<file path="src/rtl/mem_arbiter.sv">
// mem_arbiter
//   Shares one single-port 4096x4 RAM between the CPU datapath and the
//   display fetch engine. The CPU has priority. A display burst that has lost
//   arbitration STARVE_LIMIT cycles in a row gets the RAM for one cycle, and
//   the CPU is stalled for that cycle.
//
// Ports
//   clk, reset                 clock and asynchronous active-high reset
//   cpu_mem_en/_write_en       CPU access request and direction
//   cpu_addr/_write_data       CPU address and write nibble
//   cpu_read_data              RAM read data, valid the cycle after a CPU read
//   cpu_stall                  CPU access dropped, so the CPU repeats it next cycle
//   disp_req/_addr/_len        burst start pulse, start address and length-1
//   disp_busy                  burst in progress
//   disp_data/_data_valid      returned nibble and its strobe
//   disp_done                  high together with the final strobe of a burst
//   ram_addr/_write_en/_write_data/_read_data   RAM port (1-cycle read latency)

module mem_arbiter #(
    parameter int STARVE_LIMIT = 4
) (
    input  logic        clk,
    input  logic        reset,
    input  logic        cpu_mem_en,
    input  logic        cpu_write_en,
    input  logic [11:0] cpu_addr,
    input  logic [3:0]  cpu_write_data,
    output logic [3:0]  cpu_read_data,
    output logic        cpu_stall,
    input  logic        disp_req,
    input  logic [11:0] disp_addr,
    input  logic [3:0]  disp_len,
    output logic        disp_busy,
    output logic [3:0]  disp_data,
    output logic        disp_data_valid,
    output logic        disp_done,
    output logic [11:0] ram_addr,
    output logic        ram_write_en,
    output logic [3:0]  ram_write_data,
    input  logic [3:0]  ram_read_data
);

    typedef enum logic {IDLE, BURST} state_t;

    localparam logic [3:0] LIMIT = 4'(STARVE_LIMIT);

    state_t      state_q, state_d;
    logic [11:0] burst_addr_q, burst_addr_d;
    logic [3:0]  remaining_q, remaining_d;
    logic [3:0]  wait_cnt_q, wait_cnt_d;
    logic        disp_valid_q, disp_valid_d;
    logic        disp_done_q, disp_done_d;

    logic        stall;
    logic        disp_grant;
    logic        cpu_grant;

    // Stall is decoded from registered state only, so it never depends on
    // cpu_mem_en and adds no combinational loop through the sequencer.
    always_comb begin
        stall      = (state_q == BURST) && (wait_cnt_q == LIMIT);
        cpu_grant  = cpu_mem_en && !stall;
        disp_grant = stall || (!cpu_mem_en && (state_q == BURST));
    end

    // RAM port mux. With no owner the address still follows the CPU.
    always_comb begin
        ram_addr       = cpu_addr;
        ram_write_en   = 1'b0;
        ram_write_data = cpu_write_data;
        if (disp_grant) begin
            ram_addr = burst_addr_q;
        end else if (cpu_grant) begin
            ram_write_en = cpu_write_en;
        end
    end

    always_comb begin
        state_d      = state_q;
        burst_addr_d = burst_addr_q;
        remaining_d  = remaining_q;
        wait_cnt_d   = wait_cnt_q;
        disp_valid_d = disp_grant;
        disp_done_d  = disp_grant && (remaining_q == 4'd0);

        case (state_q)
            IDLE: begin
                if (disp_req) begin
                    burst_addr_d = disp_addr;
                    remaining_d  = disp_len;
                    wait_cnt_d   = 4'd0;
                    state_d      = BURST;
                end
            end
            BURST: begin
                if (disp_grant) begin
                    // Bursts stay within their 256-nibble page.
                    burst_addr_d = {burst_addr_q[11:8], burst_addr_q[7:0] + 8'd1};
                    wait_cnt_d   = 4'd0;
                    if (remaining_q == 4'd0) begin
                        state_d = IDLE;
                    end else begin
                        remaining_d = remaining_q - 4'd1;
                    end
                end else if (cpu_grant && (wait_cnt_q != LIMIT)) begin
                    wait_cnt_d = wait_cnt_q + 4'd1;
                end
            end
            default: state_d = IDLE;
        endcase
    end

    always_ff @(posedge clk or posedge reset) begin
        if (reset) begin
            state_q      <= IDLE;
            burst_addr_q <= 12'd0;
            remaining_q  <= 4'd0;
            wait_cnt_q   <= 4'd0;
            disp_valid_q <= 1'b0;
            disp_done_q  <= 1'b0;
        end else begin
            state_q      <= state_d;
            burst_addr_q <= burst_addr_d;
            remaining_q  <= remaining_d;
            wait_cnt_q   <= wait_cnt_d;
            disp_valid_q <= disp_valid_d;
            disp_done_q  <= disp_done_d;
        end
    end

    assign cpu_stall       = stall;
    assign cpu_read_data   = ram_read_data;
    assign disp_data       = ram_read_data;
    assign disp_data_valid = disp_valid_q;
    assign disp_done       = disp_done_q;
    assign disp_busy       = (state_q == BURST);

endmodule
</file>
<file path="config.mk">
export PLATFORM = sky130hd
export DESIGN_NAME = mem_arbiter
export DESIGN_NICKNAME = d
export VERILOG_FILES = /design/src/rtl/mem_arbiter.sv
export SDC_FILE = /design/constraint.sdc
export NUM_CORES = 1
export LEC_CHECK = 0
export BUFFER_PORTS_ARGS = -buffer_cell sky130_fd_sc_hd__buf_2
export CELL_PAD_IN_SITES_DETAIL_PLACEMENT = 1
export CELL_PAD_IN_SITES_GLOBAL_PLACEMENT = 2
export CORE_UTILIZATION = 28
export CTS_CLUSTER_DIAMETER = 150
export DETAILED_ROUTE_END_ITERATION = 6
export GPL_ROUTABILITY_DRIVEN = 1
export PLACE_DENSITY_LB_ADDON = 0.3
export SLEW_MARGIN = 30
export SYNTH_ARGS = -nofsm -noshare
export SYNTH_HDL_FRONTEND = slang
export SYNTH_SLANG_ARGS = --single-unit
export TNS_END_PERCENT = 20
</file>
<file path="constraint.sdc">
create_clock -name clk -period 3.7 [get_ports clk]
set_clock_uncertainty 0.1 [all_clocks]
set_input_delay 0.925 -clock clk [delete_from_list [all_inputs] [get_ports clk]]
set_output_delay 0.925 -clock clk [all_outputs]
set_load 0.02 [all_outputs]
</file>
==> results.tsv, run 1 <==
stage	metric	value	unit
critical_path	arrival	2.16	ns
detailed_routing	ant_nets	0	
critical_path	crit_path_end	ram_addr[1]	
cts	cts.path.max_buffers	2	
cts	post-cts-setup-buffer-count	0	
finish	layout_common_cells	buf_2 (49), dfrtp_1 (23), nand2_1 (13)	
run_status	status	finished clean	
logic_synthesis	synth_compound_area_frac	0.158	
logic_synthesis	synthCells	163	
sta	final.period_utilization	0.861	
sta	fmax	314	MHz
logic_synthesis	syn_nets	209	
power_and_ir_drop	irDropWorstVdd	0.000180	V
placed_design	port_buffers	49	
logic_synthesis	yosysUniqueCellTypes	44	
critical_path	crit_top_cell	nand2_1	
grt	antenna_found_initial	0	
finish	drive_above_1_share	0.330	
logic_synthesis	synthXorXnorAreaFrac	0.0284	
hold_path	hold_class	register to register	
detailed_routing	drc	0	
detailed_routing	num_vias	1288	
grt	grt_max_degree	24	
floorplan	fp.dieH	76.2	um
cts	clock_latency	0.27	ns
finish	finish.net_count	244	
placed_design	post-dp-hpwl	3110	um
sta	whs	0.409	ns
critical_path	crit_type	register to primary output	
finish	area_growth	16.1	%
critical_path	cp_slowest_cell	dfrtp_1	
critical_path	slowest_delay	0.41	ns
finish	utilization	0.344	
logic_synthesis	async_flop_share	1.00	
critical_path	startpoint	wait_cnt_q[1]$_DFFE_PP0P_	
finish	n_antenna_cell	0	
flow_run	cap_violations	0	
detailed_routing	post_drt_wl_per_cell	14.9	um
placed_design	dp.cells	263	
power_and_ir_drop	power.density	614	nW/um^2
cts	clockRootBuffer	clkbuf_8	
logic_synthesis	synth.avg_cell_area	9.46	sq um
grt	gr-total-overflow	0	
floorplan	dieWidth	76.2	um
cts	post_cts_resized	0	
sta	drv_slew	0	
critical_path	cp_cell_sequence	inv_1 -> ha_1 -> nand3b_1 -> nand2_1 -> nand2_1 -> inv_2 -> mux2_2 -> buf_2	
critical_path	r2r_start	disp_busy$_DFF_PP0_	
floorplan	io_pins	70	
sta	fin_crit	3.19	ns
sta	hold_viol_final	0	
detailed_routing	drtIter0Drc	26	
logic_synthesis	synth_flop_cell	dfrtp_1	
logic_synthesis	synth_top_family_by_area	simple AND/OR/NAND/NOR gates	
cts	clk_pin_slew	0.09	ns
logic_synthesis	ys_warn_count	0	
power_and_ir_drop	leakagePower	0.831	nW
sta	tns	0	ns
critical_path	crit_required	2.67	ns
floorplan	design.core.area	5200	sq um
cts	cts.sinks	23	
sta	setup_viol	0	
finish	final_cells	267	
critical_path	worstSetupStartpointType	register	
cts	htreeDepth	1	
logic_synthesis	synth_mux_area_frac	0.123	
detailed_routing	drt_wl_total	3990	um
critical_path	r2r_slack	1.67	ns
logic_synthesis	synth-seq-cells	23	
cts	cts_buffers	3	
grt	grt_usage	0.147	
grt	grt_pass1_vias	1389	
sta	worst_pin_slew	0.857	ns
cts	hold_buffers	0	
logic_synthesis	synthAdderAreaFrac	0.0406	
floorplan	rows	26	
floorplan	initial_core_util	0.296	
sta	relSlewSlack	0.425	
sta	rsz0062_at_grt	false	
cts	cts_tree	done	
placed_design	place_congestion	0.762	
critical_path	rr_endpoint	remaining_q[3]$_DFFE_PP0P_	
grt	grt_pass1_wl	6870	um
critical_path	worstRegToRegCells	5	
critical_path	worst-path-max-fanout	14	
logic_synthesis	synth_seq_area_share	0.373	
floorplan	die_area	5810	sq um
detailed_routing	viasPerCell	4.82	
finish	final_common_cell	buf_2	
logic_synthesis	synth-edff-count	0	
logic_synthesis	synth_area	1540	sq um
critical_path	end_kind	primary output	
logic_synthesis	synth-simple-area-share	0.165	
detailed_routing	drt-pass1-iter-count	4	
## synthesized netlist by cell type (2+ instances only)
master	n	area, sq um
a211oi_1	4	30.0
a21boi_0	2	15.0
a21oi_1	9	45.0
a41oi_1	2	17.5
and3_1	2	12.5
buf_2	2	10.0
buf_4	16	120
clkbuf_1	2	7.51
dfrtp_1	23	576
ha_1	5	62.6
inv_1	8	30.0
mux2_1	8	90.1
mux2_2	8	90.1
nand2_1	13	48.8
nand3_1	7	35.0
nor2_1	10	37.5
nor2b_1	5	31.3
o21ai_0	6	30.0
o22a_1	2	17.5
o22ai_1	2	12.5
xnor2_1	4	35.0
## state kept, by name, indices dropped and copies added, names as in the netlist
signal / flops
burst_addr_q: 12
disp_done: 1
disp_busy: 1
disp_data_valid: 1
wait_cnt_q: 4
remaining_q: 4
## critical path, delay by kind of cell (launching register included)
| family | cells | cell delay (ns) |
|---|---|---|
| adder cells (fa/ha/maj) | 1 | 0.16 |
| multiplexers | 1 | 0.37 |
| AND/OR/NAND/NOR | 3 | 0.44 |
| buffers and inverters | 3 | 0.51 |
| flip-flops | 1 | 0.41 |
## worst min-delay path by stage
stage,end,start,slack [ns],depth (start not counted)
final,burst_addr_q[9]$_DFFE_PP0P_,burst_addr_q[9]$_DFFE_PP0P_,0.41,1
after global routing,burst_addr_q[9]$_DFFE_PP0P_,burst_addr_q[9]$_DFFE_PP0P_,0.45,1
after CTS,burst_addr_q[11]$_DFFE_PP0P_,burst_addr_q[11]$_DFFE_PP0P_,0.42,1
after detailed placement,burst_addr_q[9]$_DFFE_PP0P_,burst_addr_q[9]$_DFFE_PP0P_,0.40,1
after global placement,burst_addr_q[11]$_DFFE_PP0P_,burst_addr_q[11]$_DFFE_PP0P_,0.39,1
after floorplan,remaining_q[0]$_DFFE_PP0P_,remaining_q[0]$_DFFE_PP0P_,0.36,1
## cell families after synthesis
kind of cell	Yosys count
AO/OA/AOI/OAI	35
buffers and inverters	29
flip-flops	23
adder cells (fa/ha/maj)	5
AND/OR/NAND/NOR	49
multiplexers	17
XOR/XNOR	5
## report_power, final
group	switching (mW)	internal (mW)	total [mW]	leakage (nW)
registers	0.116	0.346	0.462	0.270
clock network	0.0875	0.0754	0.163	0.0255
logic	0.245	0.230	0.475	0.535
## layout make-up
class	count	area (sq um)
clock buffers	3	41.3
clock inverters	1	5.00
fillers	633	3410
inverters	9	33.8
multi-input cells	111	796
flip-flops and latches	23	576
well taps	70	87.6
repair buffers	50	253
## routing by layer
layer,track usage,vias up,share of wire
met5,0,-,0
met4,0.0500,0,0.015
met3,0.0311,6,0.061
met2,0.257,39,0.49
met1,0.179,614,0.43
li1,-,629,-
## per-stage QoR
step           power, mW  setup slack, ns  cell area (sq um)
2_1_floorplan      0.813            0.771               1540
6_report            1.10            0.514               1790
3_3_place_gp       0.924            0.683               1750
3_5_place_dp       0.948            0.636               1750
5_1_grt             1.20            0.311               1790
4_1_cts             1.12            0.494               1790
Note: power is estimated with default switching activity, not from simulation.
==> run 2: changes to the inputs <==
--- a/config.mk
+++ b/config.mk
@@ -8,7 +8,7 @@
 export BUFFER_PORTS_ARGS = -buffer_cell sky130_fd_sc_hd__buf_2
 export CELL_PAD_IN_SITES_DETAIL_PLACEMENT = 1
 export CELL_PAD_IN_SITES_GLOBAL_PLACEMENT = 2
-export CORE_UTILIZATION = 28
+export CORE_UTILIZATION = 24
 export CTS_CLUSTER_DIAMETER = 150
 export DETAILED_ROUTE_END_ITERATION = 6
 export GPL_ROUTABILITY_DRIVEN = 1
==> constraint.sdc (replaced) <==
create_clock -name clk -period 2.89 [get_ports clk]
set_clock_uncertainty 0.1 [all_clocks]
set_input_delay 0.7225 -clock clk [delete_from_list [all_inputs] [get_ports clk]]
set_output_delay 0.7225 -clock clk [all_outputs]
set_load 0.02 [all_outputs]
==> results.tsv, run 2 (synthesis gave the netlist of run 1 again) <==
stage	metric	value	unit
hold_path	hold_class	input port to asynchronous set/reset pin	
grt	grt_pass1_wl	5990	um
detailed_routing	num_vias	1271	
finish	utilization	0.303	
finish	regMostFlops	burst_addr_q	
floorplan	fp.dieH	82.2	um
cts	cts_buffers	3	
critical_path	crit_type	register to primary output	
flow_run	cap_violations	0	
grt	grt_pass1_vias	1278	
sta	final.period_utilization	0.946	
detailed_routing	drt-pass1-iter-count	3	
floorplan	rows	28	
cts	post-cts-setup-buffer-count	0	
critical_path	crit_required	2.07	ns
finish	finish.net_count	248	
detailed_routing	viasPerCell	4.61	
critical_path	worstSetupStartpointType	register	
finish	layout_common_cells	buf_2 (49), dfrtp_1 (23), nand2_1 (12)	
finish	area_growth	18.9	%
sta	relSlewSlack	0.665	
finish	n_antenna_cell	0	
power_and_ir_drop	irDropWorstVdd	0.000207	V
grt	gr-total-overflow	0	
grt	grt_usage	0.119	
placed_design	place_congestion	0.688	
floorplan	design.core.area	6060	sq um
placed_design	port_buffers	49	
grt	antenna_found_initial	0	
finish	final_common_cell	buf_2	
detailed_routing	drc	0	
sta	worst_slack	0.157	ns
grt	grt_max_degree	28	
cts	clk_pin_slew	0.10	ns
cts	post_cts_resized	0	
cts	clock_latency	0.28	ns
critical_path	end_kind	primary output	
cts	cts.path.max_buffers	2	
cts	htreeDepth	1	
floorplan	io_pins	70	
cts	cts.sinks	23	
floorplan	initial_core_util	0.255	
sta	fmax	366	MHz
power_and_ir_drop	leakagePower	0.853	nW
power_and_ir_drop	power.density	771	nW/um^2
sta	fin_crit	2.73	ns
critical_path	arrival	1.91	ns
sta	drv_slew	0	
cts	clockRootBuffer	clkbuf_8	
finish	drive_above_1_share	0.348	
detailed_routing	post_drt_wl_per_cell	14.4	um
sta	hold_viol_final	0	
run_status	status	finished clean	
sta	setup_viol	0	
cts	cts_tree	done	
floorplan	dieWidth	82.2	um
critical_path	worst-path-max-fanout	7	
sta	rsz0062_at_grt	false	
placed_design	post-dp-hpwl	2930	um
detailed_routing	ant_nets	0	
sta	worst_pin_slew	0.502	ns
sta	tns	0	ns
finish	reg_top3	burst_addr_q: 12 flops, remaining_q: 4 flops, wait_cnt_q: 4 flops	
floorplan	die_area	6750	sq um
detailed_routing	drtIter0Drc	90	
sta	whs	0.380	ns
cts	hold_buffers	0	
detailed_routing	drt_wl_total	3960	um
power_and_ir_drop	finalPower	1.41	mW
finish	largest_register_ffs	12	
placed_design	pre_cts_slack	0.285	ns
[run 2: worst paths after layout]
check | start | to | slack [ns] | depth (start not counted)
setup reg to reg | disp_busy$_DFF_PP0_ | remaining_q[3]$_DFFE_PP0P_ | 1.04 | 5
min in group clk | remaining_q[0]$_DFFE_PP0P_ | remaining_q[0]$_DFFE_PP0P_ | 0.40 | 1
hold reg to reg | remaining_q[0]$_DFFE_PP0P_ | remaining_q[0]$_DFFE_PP0P_ | 0.40 | 1
hold / removal | reset | disp_done$_DFF_PP0_ | 0.38 | 3
max in group asynchronous | reset | burst_addr_q[4]$_DFFE_PP0P_ | 2.06 | 3
setup / recovery | wait_cnt_q[0]$_DFFE_PP0P_ | ram_addr[3] | 0.16 | 8
[run 2: where the power goes]
| part | total, mW | internal (mW) | switching [mW] |
|---|---|---|---|
| combinational | 0.615 | 0.300 | 0.315 |
| clock | 0.216 | 0.0967 | 0.119 |
| sequential | 0.583 | 0.443 | 0.140 |
[run 2: metrics by stage]
step	std cells	area, sq um
3_5_place_dp	271	1770
3_3_place_gp	271	1770
2_1_floorplan	163	1540
6_report	276	1830
4_1_cts	275	1820
5_1_grt	276	1830
[run 2: final cells by class]
type,instances,area (sq um)
Clock inverter,1,5.00
Tap cell,75,93.8
Multi-Input combinational cell,111,798
Sequential cell,23,576
Fill cell,725,4230
Inverter,9,38.8
Timing Repair inverter,1,6.26
Timing Repair Buffer,53,275
Clock buffer,3,41.3
[run 2: metal layers]
| metal | GRT usage | up-vias | wire length [um] |
|---|---|---|---|
| met4 | 0.0281 | 0 | 35 |
| met3 | 0.0264 | 6 | 185 |
| met5 | 0 | - | 0 |
| met2 | 0.202 | 31 | 1800 |
| li1 | - | 642 | - |
| met1 | 0.152 | 592 | 1940 |
[run 2: worst max-delay path: stages (launching register included)]
cell and delay [ns]:
dfrtp_1 0.42, inv_1 0.06, ha_1 0.21, nand3b_1 0.10, nand2_1 0.08, nand2_2 0.15
clkinv_4 0.13, mux2_1 0.33, buf_2 0.16
==> run 3: changes to the inputs <==
--- a/config.mk
+++ b/config.mk
@@ -13,6 +13,7 @@
 export DETAILED_ROUTE_END_ITERATION = 6
 export GPL_ROUTABILITY_DRIVEN = 1
 export PLACE_DENSITY_LB_ADDON = 0.3
+export SKIP_CTS_REPAIR_TIMING = 1
 export SLEW_MARGIN = 30
 export SYNTH_ARGS = -nofsm -noshare
 export SYNTH_HDL_FRONTEND = slang
==> constraint.sdc (replaced) <==
create_clock -name clk -period 2.89 [get_ports clk]
set_clock_uncertainty 0.1 [all_clocks]
set_input_delay 0.7225 -clock clk [delete_from_list [all_inputs] [get_ports clk]]
set_output_delay 0.7225 -clock clk [all_outputs]
set_load 0.1 [all_outputs]
==> results.tsv, run 3 (synthesis gave the netlist of run 1 again) <==
stage	metric	value	unit
power_and_ir_drop	leakagePower	0.889	nW
finish	drive_above_1_share	0.371	
finish	layout_common_cells	buf_2 (36), dfrtp_1 (23), buf_4 (15)	
sta	hold_viol_final	0	
cts	cts_buffers	3	
floorplan	io_pins	70	
floorplan	dieWidth	82.2	um
floorplan	die_area	6750	sq um
grt	grt_pass1_vias	1214	
sta	fmax	361	MHz
placed_design	place_congestion	0.702	
power_and_ir_drop	power.density	976	nW/um^2
power_and_ir_drop	irDropWorstVdd	0.000491	V
placed_design	pre_cts_slack	0.167	ns
finish	largest_register_ffs	12	
critical_path	arrival	1.95	ns
detailed_routing	drc	0	
sta	setup_viol	0	
run_status	status	finished clean	
finish	n_antenna_cell	0	
finish	seqCellArea	576	sq um
detailed_routing	viasPerCell	4.74	
detailed_routing	drt_wl_total	4100	um
floorplan	fp.dieH	82.2	um
sta	relSlewSlack	0.629	
cts	clk_pin_slew	0.09	ns
cts	htreeDepth	1	
placed_design	post-dp-hpwl	3020	um
grt	grt_usage	0.124	
flow_run	cap_violations	0	
cts	clockRootBuffer	clkbuf_8	
finish	regMostFlops	burst_addr_q	
detailed_routing	post_drt_wl_per_cell	14.6	um
cts	clock_latency	0.27	ns
finish	finish.net_count	252	
detailed_routing	drtIter0Drc	58	
sta	worst_slack	0.119	ns
sta	whs	0.387	ns
cts	cts.path.max_buffers	2	
floorplan	rows	28	
critical_path	end_kind	primary output	
sta	final.period_utilization	0.959	
finish	reg_top3	burst_addr_q: 12 flops, remaining_q: 4 flops, wait_cnt_q: 4 flops	
detailed_routing	num_vias	1326	
floorplan	design.core.area	6060	sq um
finish	final_common_cell	buf_2	
hold_path	hold_class	input port to asynchronous set/reset pin	
detailed_routing	drt-pass1-iter-count	4	
grt	gr-total-overflow	0	
critical_path	worst-path-max-fanout	7	
sta	drv_slew	0	
critical_path	crit_type	register to primary output	
grt	antenna_found_initial	0	
detailed_routing	ant_nets	0	
floorplan	initial_core_util	0.255	
critical_path	crit_required	2.07	ns
critical_path	worstSetupStartpointType	register	
cts	cts_tree	done	
placed_design	port_buffers	49	
cts	cts.sinks	23	
finish	area_growth	25.5	%
sta	worst_pin_slew	0.556	ns
finish	multi_input_area	808	sq um
sta	fin_crit	2.77	ns
grt	grt_max_degree	27	
finish	nFillCells	726	
grt	grt_pass1_wl	6130	um
==> run 3: cell types whose count changed in the layout (fill, tap and decap cells not counted), sizes merged <==
| cell | previous run | this run |
|---|---|---|
| clkbuf | 3 | 4 |
| inv | 9 | 8 |
| buf | 53 | 57 |
==> run 3: report_power, final <==
group / internal [mW] / total (mW) / switching [mW]
Sequential: 0.443 / 0.585 / 0.142
Clock: 0.0987 / 0.209 / 0.110
Combinational: 0.366 / 1.09 / 0.728
Total: 0.908 / 1.89 / 0.980
==> run 3: final timing paths <==
path	startpoint	to	slack, ns	depth (start not counted)
hold / removal	reset	burst_addr_q[7]$_DFFE_PP0P_	0.39	3
setup / recovery	wait_cnt_q[0]$_DFFE_PP0P_	ram_addr[6]	0.12	8
hold reg to reg	burst_addr_q[9]$_DFFE_PP0P_	burst_addr_q[9]$_DFFE_PP0P_	0.42	1
setup reg to reg	disp_busy$_DFF_PP0_	remaining_q[3]$_DFFE_PP0P_	0.97	5
min in group clk	burst_addr_q[9]$_DFFE_PP0P_	burst_addr_q[9]$_DFFE_PP0P_	0.42	1
max in group asynchronous	reset	disp_busy$_DFF_PP0_	2.06	3
==> run 3: area by class of cell <==
| type | instances | share of cell area |
|---|---|---|
| Sequential cell | 23 | 0.297 |
| Tap cell | 75 | 0.0485 |
| Clock buffer | 4 | 0.0233 |
| Timing Repair inverter | 1 | 0.00259 |
| Multi-Input combinational cell | 111 | 0.418 |
| Timing Repair Buffer | 57 | 0.191 |
| Inverter | 9 | 0.0200 |
==> run 3: metal layers <==
layer,vias to the layer above,global-route usage,wire (um)
li1,646,-,-
met1,635,0.162,1940
met2,39,0.194,1830
met3,6,0.0286,260
met4,0,0.0509,65
met5,-,0,0
==> run 3: stage by stage <==
stage,cells,TNS (ns),power [mW],util,area (sq um)
2_1_floorplan,163,-1.27,1.49,-,1550
3_3_place_gp,272,0,1.60,0.298,1810
3_5_place_dp,272,0,1.62,0.298,1810
4_1_cts,276,-1.48,1.83,0.306,1850
5_1_grt,280,-0.000131,2.01,0.319,1940
6_report,280,0,1.89,0.319,1940
==> run 3: worst max-delay path: stages (launching register included) <==
cell and delay [ns]:
dfrtp_1 0.38, inv_1 0.05, ha_1 0.21, nand3b_1 0.13, nand2_1 0.09, nand2_2 0.13
clkinv_4 0.12, mux2_1 0.33, buf_4 0.24
